### src/rtl/sixteen_bit_divider_if.sv
// Handshake and operand/result bundle for the sixteen_bit_divider.
// Bit 0 is the MSB throughout; lane 0 is bits [0:7], lane 1 is bits [8:15].
interface sixteen_bit_divider_if;
    logic        start;
    logic        split;
    logic [0:15] A;
    logic [0:15] B;
    logic [0:15] Q;
    logic [0:15] R;
    logic        busy;
    logic        done;
    logic [0:1]  divByZero;

    modport master (
        output start, split, A, B,
        input  Q, R, busy, done, divByZero
    );

    modport slave (
        input  start, split, A, B,
        output Q, R, busy, done, divByZero
    );
endinterface

### src/rtl/sixteen_bit_divider.sv
// Restoring shift/subtract divider: one 16-bit divide (split=1) or two
// independent 8-bit divides (split=0), one quotient bit per lane per cycle.
//
// state | meaning
// IDLE  | waiting for start; results held
// RUN   | iterating, counter counts down from N (16 or 8)
module sixteen_bit_divider (
    input logic                 clk,
    input logic                 rstN,
    sixteen_bit_divider_if.slave bus
);
    typedef enum logic {IDLE, RUN} state_t;

    state_t      state;
    state_t      state_nxt;
    logic        busy;
    logic        accept;
    logic        last;

    logic        mode16;
    logic [4:0]  cnt;
    logic [15:0] rem;
    logic [15:0] dvd;
    logic [15:0] dvs;
    logic [1:0]  dbz_pend;

    logic [15:0] rem_nxt;
    logic [15:0] dvd_nxt;

    logic [15:0] q_reg;
    logic [15:0] r_reg;
    logic [1:0]  dbz_reg;
    logic        done_reg;

    logic [15:0] a_in;
    logic [15:0] b_in;

    logic [16:0] full_tmp;
    logic        full_borrow;
    logic [8:0]  hi_tmp;
    logic        hi_borrow;
    logic [8:0]  lo_tmp;
    logic        lo_borrow;

    // Port vectors are [0:15] with bit 0 as MSB; internal vectors are [15:0].
    assign a_in = bus.A;
    assign b_in = bus.B;

    // State register.
    always_ff @(posedge clk or negedge rstN) begin
        if (!rstN) begin
            state <= IDLE;
        end else begin
            state <= state_nxt;
        end
    end

    // Next-state: leave RUN on the edge that performs the final iteration.
    always_comb begin
        state_nxt = state;
        case (state)
            IDLE: if (bus.start) state_nxt = RUN;
            RUN:  if (cnt == 5'd1) state_nxt = IDLE;
            default: state_nxt = IDLE;
        endcase
    end

    // FSM outputs: busy while running, accept in idle, last on final iteration.
    always_comb begin
        busy   = 1'b0;
        accept = 1'b0;
        last   = 1'b0;
        case (state)
            IDLE: accept = bus.start;
            RUN: begin
                busy = 1'b1;
                last = (cnt == 5'd1);
            end
            default: ;
        endcase
    end

    // One restoring step; the borrow test uses a compare one bit wider than
    // the lane so the shifted-out remainder bit is never lost.
    always_comb begin
        full_tmp    = {rem, dvd[15]};
        full_borrow = full_tmp < {1'b0, dvs};
        hi_tmp      = {rem[15:8], dvd[15]};
        hi_borrow   = hi_tmp < {1'b0, dvs[15:8]};
        lo_tmp      = {rem[7:0], dvd[7]};
        lo_borrow   = lo_tmp < {1'b0, dvs[7:0]};
        if (mode16) begin
            rem_nxt = full_borrow ? full_tmp[15:0] : (full_tmp[15:0] - dvs);
            dvd_nxt = {dvd[14:0], ~full_borrow};
        end else begin
            rem_nxt[15:8] = hi_borrow ? hi_tmp[7:0] : (hi_tmp[7:0] - dvs[15:8]);
            rem_nxt[7:0]  = lo_borrow ? lo_tmp[7:0] : (lo_tmp[7:0] - dvs[7:0]);
            dvd_nxt       = {dvd[14:8], ~hi_borrow, dvd[6:0], ~lo_borrow};
        end
    end

    // Working registers: load on accept, iterate while running.
    // A zero divisor needs no special path: every trial subtract succeeds,
    // giving an all-ones quotient and the dividend as remainder.
    always_ff @(posedge clk or negedge rstN) begin
        if (!rstN) begin
            mode16   <= 1'b0;
            cnt      <= 5'd0;
            rem      <= 16'd0;
            dvd      <= 16'd0;
            dvs      <= 16'd0;
            dbz_pend <= 2'b00;
        end else if (accept) begin
            mode16   <= bus.split;
            cnt      <= bus.split ? 5'd16 : 5'd8;
            rem      <= 16'd0;
            dvd      <= a_in;
            dvs      <= b_in;
            dbz_pend <= bus.split ? {2{b_in == 16'd0}}
                                  : {b_in[15:8] == 8'd0, b_in[7:0] == 8'd0};
        end else if (busy) begin
            cnt <= cnt - 5'd1;
            rem <= rem_nxt;
            dvd <= dvd_nxt;
        end
    end

    // Result registers: updated only on the completing edge.
    always_ff @(posedge clk or negedge rstN) begin
        if (!rstN) begin
            q_reg    <= 16'd0;
            r_reg    <= 16'd0;
            dbz_reg  <= 2'b00;
            done_reg <= 1'b0;
        end else begin
            done_reg <= last;
            if (last) begin
                q_reg   <= dvd_nxt;
                r_reg   <= rem_nxt;
                dbz_reg <= dbz_pend;
            end
        end
    end

    assign bus.Q         = q_reg;
    assign bus.R         = r_reg;
    assign bus.divByZero = dbz_reg;
    assign bus.busy      = busy;
    assign bus.done      = done_reg;
endmodule
### src/flat_wrapper.sv
// flat-port wrapper written by rule: the top's interface ports become plain ports
module sixteen_bit_divider_flat 
  (clk, rstN, bus_start, bus_split, bus_A, bus_B, bus_Q, bus_R, bus_busy, bus_done, bus_divByZero);
  sixteen_bit_divider_if bus_i ();
  input logic clk;
  input logic rstN;
  input wire logic [$bits(bus_i.start)-1:0] bus_start;
  input wire logic [$bits(bus_i.split)-1:0] bus_split;
  input wire logic [$bits(bus_i.A)-1:0] bus_A;
  input wire logic [$bits(bus_i.B)-1:0] bus_B;
  output wire logic [$bits(bus_i.Q)-1:0] bus_Q;
  output wire logic [$bits(bus_i.R)-1:0] bus_R;
  output wire logic [$bits(bus_i.busy)-1:0] bus_busy;
  output wire logic [$bits(bus_i.done)-1:0] bus_done;
  output wire logic [$bits(bus_i.divByZero)-1:0] bus_divByZero;
  assign bus_i.start = bus_start;
  assign bus_i.split = bus_split;
  assign bus_i.A = bus_A;
  assign bus_i.B = bus_B;
  assign bus_Q = bus_i.Q;
  assign bus_R = bus_i.R;
  assign bus_busy = bus_i.busy;
  assign bus_done = bus_i.done;
  assign bus_divByZero = bus_i.divByZero;
  sixteen_bit_divider u_core (.clk(clk), .rstN(rstN), .bus(bus_i));
endmodule
### config.mk
export PLATFORM = sky130hd
export DESIGN_NAME = sixteen_bit_divider_flat
export DESIGN_NICKNAME = d
export VERILOG_FILES = /design/src/rtl/sixteen_bit_divider_if.sv /design/src/rtl/sixteen_bit_divider.sv /design/src/flat_wrapper.sv
export SDC_FILE = /design/constraint.sdc
export NUM_CORES = 1
export LEC_CHECK = 0
export BUFFER_PORTS_ARGS = -buffer_cell sky130_fd_sc_hd__buf_2
export CAP_MARGIN = 40
export CORE_ASPECT_RATIO = 0.9
export CORE_MARGIN = 2
export CORE_UTILIZATION = 60
export CTS_CLUSTER_DIAMETER = 100
export CTS_CLUSTER_SIZE = 10
export DETAILED_ROUTE_END_ITERATION = 10
export PLACE_DENSITY = 0.82
export SLEW_MARGIN = 5
export SYNTH_ARGS = -nofsm -noshare
export SYNTH_HDL_FRONTEND = slang
export SYNTH_SLANG_ARGS = --single-unit
### constraint.sdc
create_clock -name clk -period 6.2 [get_ports clk]
set_input_delay 0.62 -clock clk [delete_from_list [all_inputs] [get_ports clk]]
set_output_delay 0.62 -clock clk [all_outputs]
set_load 0.005 [all_outputs]
Word-level counts from Yosys, hierarchy flattened
Cells that the tools add are included.
W data, S select, Z words.
- add/subtract/negate cells: 4
- order comparisons: 3
- equality and inequality tests: 1
- multiplexer cells: 19
- bitwise logic cells: 4
- reductions and logical operators: 4
- operators with widths (operator ; number):
    $mux W16 ; 6
    $lt A9 B8 Y1 ; 2
    $lt A17 B16 Y1 ; 1
    $logic_not A16 Y1 ; 1
    $logic_not A8 Y1 ; 2
    $mux W8 ; 2
    $sub A16 B16 Y16 ; 1
    $sub A8 B8 Y8 ; 2
    $mux W5 ; 3
    $mux W9 ; 1
    $eq A5 B1 Y1 const B ; 1
    $mux W1 ; 5
    $sub A5 B1 Y5 const B ; 1
    $not A1 Y1 ; 4
    $mux W2 ; 1
    $pmux W1 S2 ; 1
    $reduce_bool A2 Y1 ; 1
- flip-flop bits (word level): 92
- input port bits: 36
- logic and storage cells: 46

Longest topological paths before layout
- word-level depth: 5
- mapped depth: 11

Worst setup path before layout
OpenSTA, ideal clock, no wires.
- path kind: reg2reg
- from: register u_core.dvd[15]
- to: register u_core.rem[14]
- setup time: 126 ps
- data arrival time: 2465 ps
- data required time: 6074 ps
- setup slack: 3609 ps
- cell stages (with the launch flop): 12
- buffers on the path: 0
- clock period less this slack: 2591 ps
- cells stage by stage: dfrtp_1 > inv_1 > ha_1 > inv_1 > fa_1 > a211oi_1 > o21ba_2 > a211oi_2 > nor2_1 > o221ai_1 > mux2_4 > a221o_1
- word-level cells in the longest chain between the ends: 5
- elaborated cells between the ends (all ways): 9
- those cells by class: add/sub: 2; order compare: 2; mux: 5
- ends and longest elaborated chain (what ; line ; source):
    start: declaration ; sixteen_bit_divider.sv:23 ; logic [15:0] dvd;
    start signal: assignment ; sixteen_bit_divider.sv:117 ; dvd <= a_in;
    start signal: assignment ; sixteen_bit_divider.sv:124 ; dvd <= dvd_nxt;
    $sub A16 B16 Y16, or another cell as far along ; sixteen_bit_divider.sv:93 ; rem_nxt = full_borrow ? full_tmp[15:0] : (full_tmp[15:0] - dvs);
    $mux W16 or $mux W8 (tied branches) ; sixteen_bit_divider.sv:93, sixteen_bit_divider.sv:96 ;
    $mux W16 (*) ; sixteen_bit_divider.sv:92 ; if (mode16) begin
    $mux W16 (*) ; sixteen_bit_divider.sv:121 ; end else if (busy) begin
    $mux W16 (*) ; sixteen_bit_divider.sv:113 ; end else if (accept) begin
    end signal: assignment ; sixteen_bit_divider.sv:123 ; rem <= rem_nxt;
    end: declaration ; sixteen_bit_divider.sv:22 ; logic [15:0] rem;
Mark *: on every way between the ends. The rest lies on a longest branch, timed or not. The select of a mux whose other input is x is not followed.
A chain may end at the register's enable or synchronous reset.

Worst setup path in the final report
- from: register u_core.rem[3]
- to: register u_core.rem[14]
- word-level cells in the longest chain between the ends: 5
- elaborated cells between the ends (all ways): 6
- those cells by class: add/sub: 1; order compare: 1; mux: 4
- ends and longest elaborated chain (what ; line):
    $sub A16 B16 Y16 or $lt A17 B16 Y1 (tied branches) ; sixteen_bit_divider.sv:93, sixteen_bit_divider.sv:87
    $mux W16 (*) ; sixteen_bit_divider.sv:93
    $mux W16 (*) ; sixteen_bit_divider.sv:92
    $mux W16 (*) ; sixteen_bit_divider.sv:121
    $mux W16 (*) ; sixteen_bit_divider.sv:113
Marks and branches as above.

==> metrics.md <==
| Metric | Value |
|---|---|
| RSZ-0062 raised after global routing | `false` |
| Worst-path clk slew | `0.09 ns` |
| CTS tree | `done` |
| DRC viols | `0` |
| Max Freq | `roughly 0.31 GHz` |
| Post-CTS sizing | `0` |
| First-pass GRT wire length | `around 23,000 um` |
| Ports | `roughly 70` |
| Via density | `6.14` |
| Worst reg2reg startpoint | `u_core.rem[3]` |
| Final Hold Viols | `0` |
| Total CTS buffers | `9` |
| Largest net degree at the start of global routing | `64` |
| Synth top area cells | `dfrtp_1 41%, nand2_1 6.8%, ha_1 4.5%` |
| Commonest non-fill, non-tap cells in the layout | `101 x nand2_1, 92 x dfrtp_1, 70 x buf_2, 46 x o21ai_0, 29 x inv_1` |
| Port Buffers | `71` |
| Dpl cells | `approximately 760` |
| Synthesis-stage register bit count | `92` |
| Layout Skew | `0.0123 ns` |
| Area grow syn2layout | `11.0%` |
| CP Max Fanout | `12` |
| Ratio of final minimum period to clock period | `0.522` |
| Tot GR Track Use | `0.289` |
| Clk root buf | `clkbuf_8` |
| Commonest non-fill, non-tap cell in the layout | `nand2_1` |
| Sequential area share after synthesis | `0.412` |
| Deepest clock path buffer count | `2` |
| Reg2Reg Setup Slack | `2.97 ns` |
| Total gr overflow | `0` |
| Critical Path Source Type | `register` |
| Reg-to-reg endpoint | `u_core.rem[14]` |
| Sum of negative setup slack | `0 ns` |
| Setup-failing EPs final | `0` |
| Post-Layout Cell Count | `774` |
| Dpl hpwl | `just over 10,000 um` |
| Max incr delay on CP | `between 0.4 and 0.5 ns` |
| Yosys top cell by area | `dfrtp_1` |
| CTS HTree Levels | `3` |
| Worst Setup SP | `u_core.rem[3]` |
| Antenna violations before repair | `0` |
| Diodes inserted | `0` |
| CP top delay family | `compound AO/OA/AOI/OAI gates` |
| Worst reg2reg path depth | `8` |
| Post-layout min period | `3.23 ns` |
| Hold Buf Count CTS | `0` |
| Vias in the first global route | `4,442` |
| Gpl congestion | `0.911` |
| Placed Area | `5980 um2` |
| EDFF count, synth | `0` |
| Arrival time worst endpoint | `about 3.5 ns` |
| Final Cell Area | `6200 um2` |
| Initial DRC Count | `347` |
| Num rows | `33` |
| Crit path buffers/inverters | `0` |
| Slowest-stage cell, CP | `o21ai_2` |
| Synth Area per Inst | `9.33 um2` |
| CP Capture Type | `register` |
| Top-area cell type share of the netlist area | `0.412` |
| Area of the die | `slightly above 10,000 um2` |
| DIE WIDTH | `106 um` |
| Worst slack, placed | `3.08 ns` |
| Placeable Area | `9080 um2` |
| Asr flop ratio synth | `1.00` |
| Initial Utilization | `0.615` |
| Worst Setup Path Type | `reg2reg` |
| Fraction of layout cells with a size suffix above 1 | `0.202` |
| PnR worst setup slack | `2.97 ns` |
| Routed Wire Length | `14,300 um` |
| Slew @ Worst Pin | `just over 0.9 ns` |
| Die Ht | `roughly 96 um` |
| Count of cell types in the netlist | `just under 70` |
| TritonCTS Sinks | `92` |
| Crit-path cells | `ha_1, and2_4, a311oi_4, a211oi_2, o21ai_2, nand2_1, mux2_4, a221o_1` |
| Vias | `4,749` |
| Top_reg_cell synth | `dfrtp_1` |
| DRT antenna net count | `0` |
| Run status | `complete, no violations` |
| # nets final | `706` |
| Cells after synthesis | `599` |
| Max-slew headroom | `0.380` |
| Worst hold path class | `in2async` |
| Required time of the critical path | `6.45 ns` |
| Wirelength per Cell | `18.4 um` |
| First-pass DRT Iterations | `6` |
| Mapped cell area | `5590 um2` |
| Max-cap violation count | `0` |
| Total nets after synthesis | `658` |
| Slew Viols, Final | `0` |
| Yosys synthesis warning count | `0` |
| Total setup buffers inserted after CTS | `0` |
| Worst-Skew Late Latency | `~0.36 ns` |
==> metal layers <==
metal | wire length, um | global-route usage | share of wire | vias up
met5 | 0 | 0 | 0 | -
met4 | 187 | 0.0680 | 0.013 | 0
met3 | 785 | 0.0458 | 0.055 | 20
met2 | 7030 | 0.481 | 0.49 | 183
met1 | 6260 | 0.401 | 0.44 | 2308
li1 | - | - | - | 2238
==> logic make-up (layout without fill, tap and decap cells) <==
group / Yosys count / count (layout) / synth area share
simple gates: 181 / 181 / 0.150
compound gates: 165 / 165 / 0.208
flops: 92 / 92 / 0.412
buf+inv: 70 / 123 / 0.0517
mux: 46 / 46 / 0.0882
fa+ha+maj: 23 / 23 / 0.0555
xor+xnor: 22 / 22 / 0.0345
==> worst max path at each step <==
| stage | to | slack (ns) | cells after the start |
|---|---|---|---|
| 2_1_floorplan | u_core.rem[14] | 3.61 | 11 |
| 3_5_place_dp | u_core.rem[14] | 3.08 | 8 |
| 4_1_cts | u_core.rem[14] | 3.07 | 8 |
| 3_3_place_gp | u_core.rem[14] | 3.23 | 8 |
| 5_1_grt | u_core.rem[14] | 2.81 | 7 |
| 6_report | u_core.rem[14] | 2.97 | 8 |
==> per-stage QoR <==
step | util | hold WS [ns]
final | 0.683 | 0.174
after global routing | 0.683 | 0.197
after CTS | 0.682 | 0.187
after detailed placement | 0.658 | 0.456
after global placement | 0.655 | 0.456
after floorplan | - | 0.324
==> synth_stat cells (3+ instances only) <==
cell and number:
buf_2 6, a21o_1 13, nor2b_1 5, o211ai_1 9
a21oi_1 22, nor3_1 6, a211o_1 3, mux2_2 22
dfrtp_1 92, o221ai_1 3, buf_4 3, nor4_1 4
a21boi_0 3, xnor2_1 11, xor2_1 11, inv_1 29
nand3_1 13, nand2b_1 3, o21a_1 3, buf_1 5
o31ai_1 4, and3_1 4, o21bai_1 3, a22o_1 7
nor2_1 18, mux2i_1 23, a32o_1 5, clkbuf_1 24
a211oi_1 10, ha_1 20, or3_1 3, nand2_1 101
nand3b_1 6, o21ai_0 46, nand4_1 5, a31oi_1 8
a211oi_2 3, fa_1 3
==> final cells by class <==
| class | instances | area, um2 |
|---|---|---|
| clock buffer | 10 | 128 |
| clock inverter | 6 | 93.8 |
| fill | 740 | 2880 |
| inverter | 31 | 116 |
| multi-input combinational | 437 | 3000 |
| sequential | 92 | 2300 |
| tap | 122 | 153 |
| timing repair buffer | 76 | 415 |
Power is left out: the tool's default activity adds up to more than one toggle a clock period on the data nets, which glitch-free logic cannot reach.
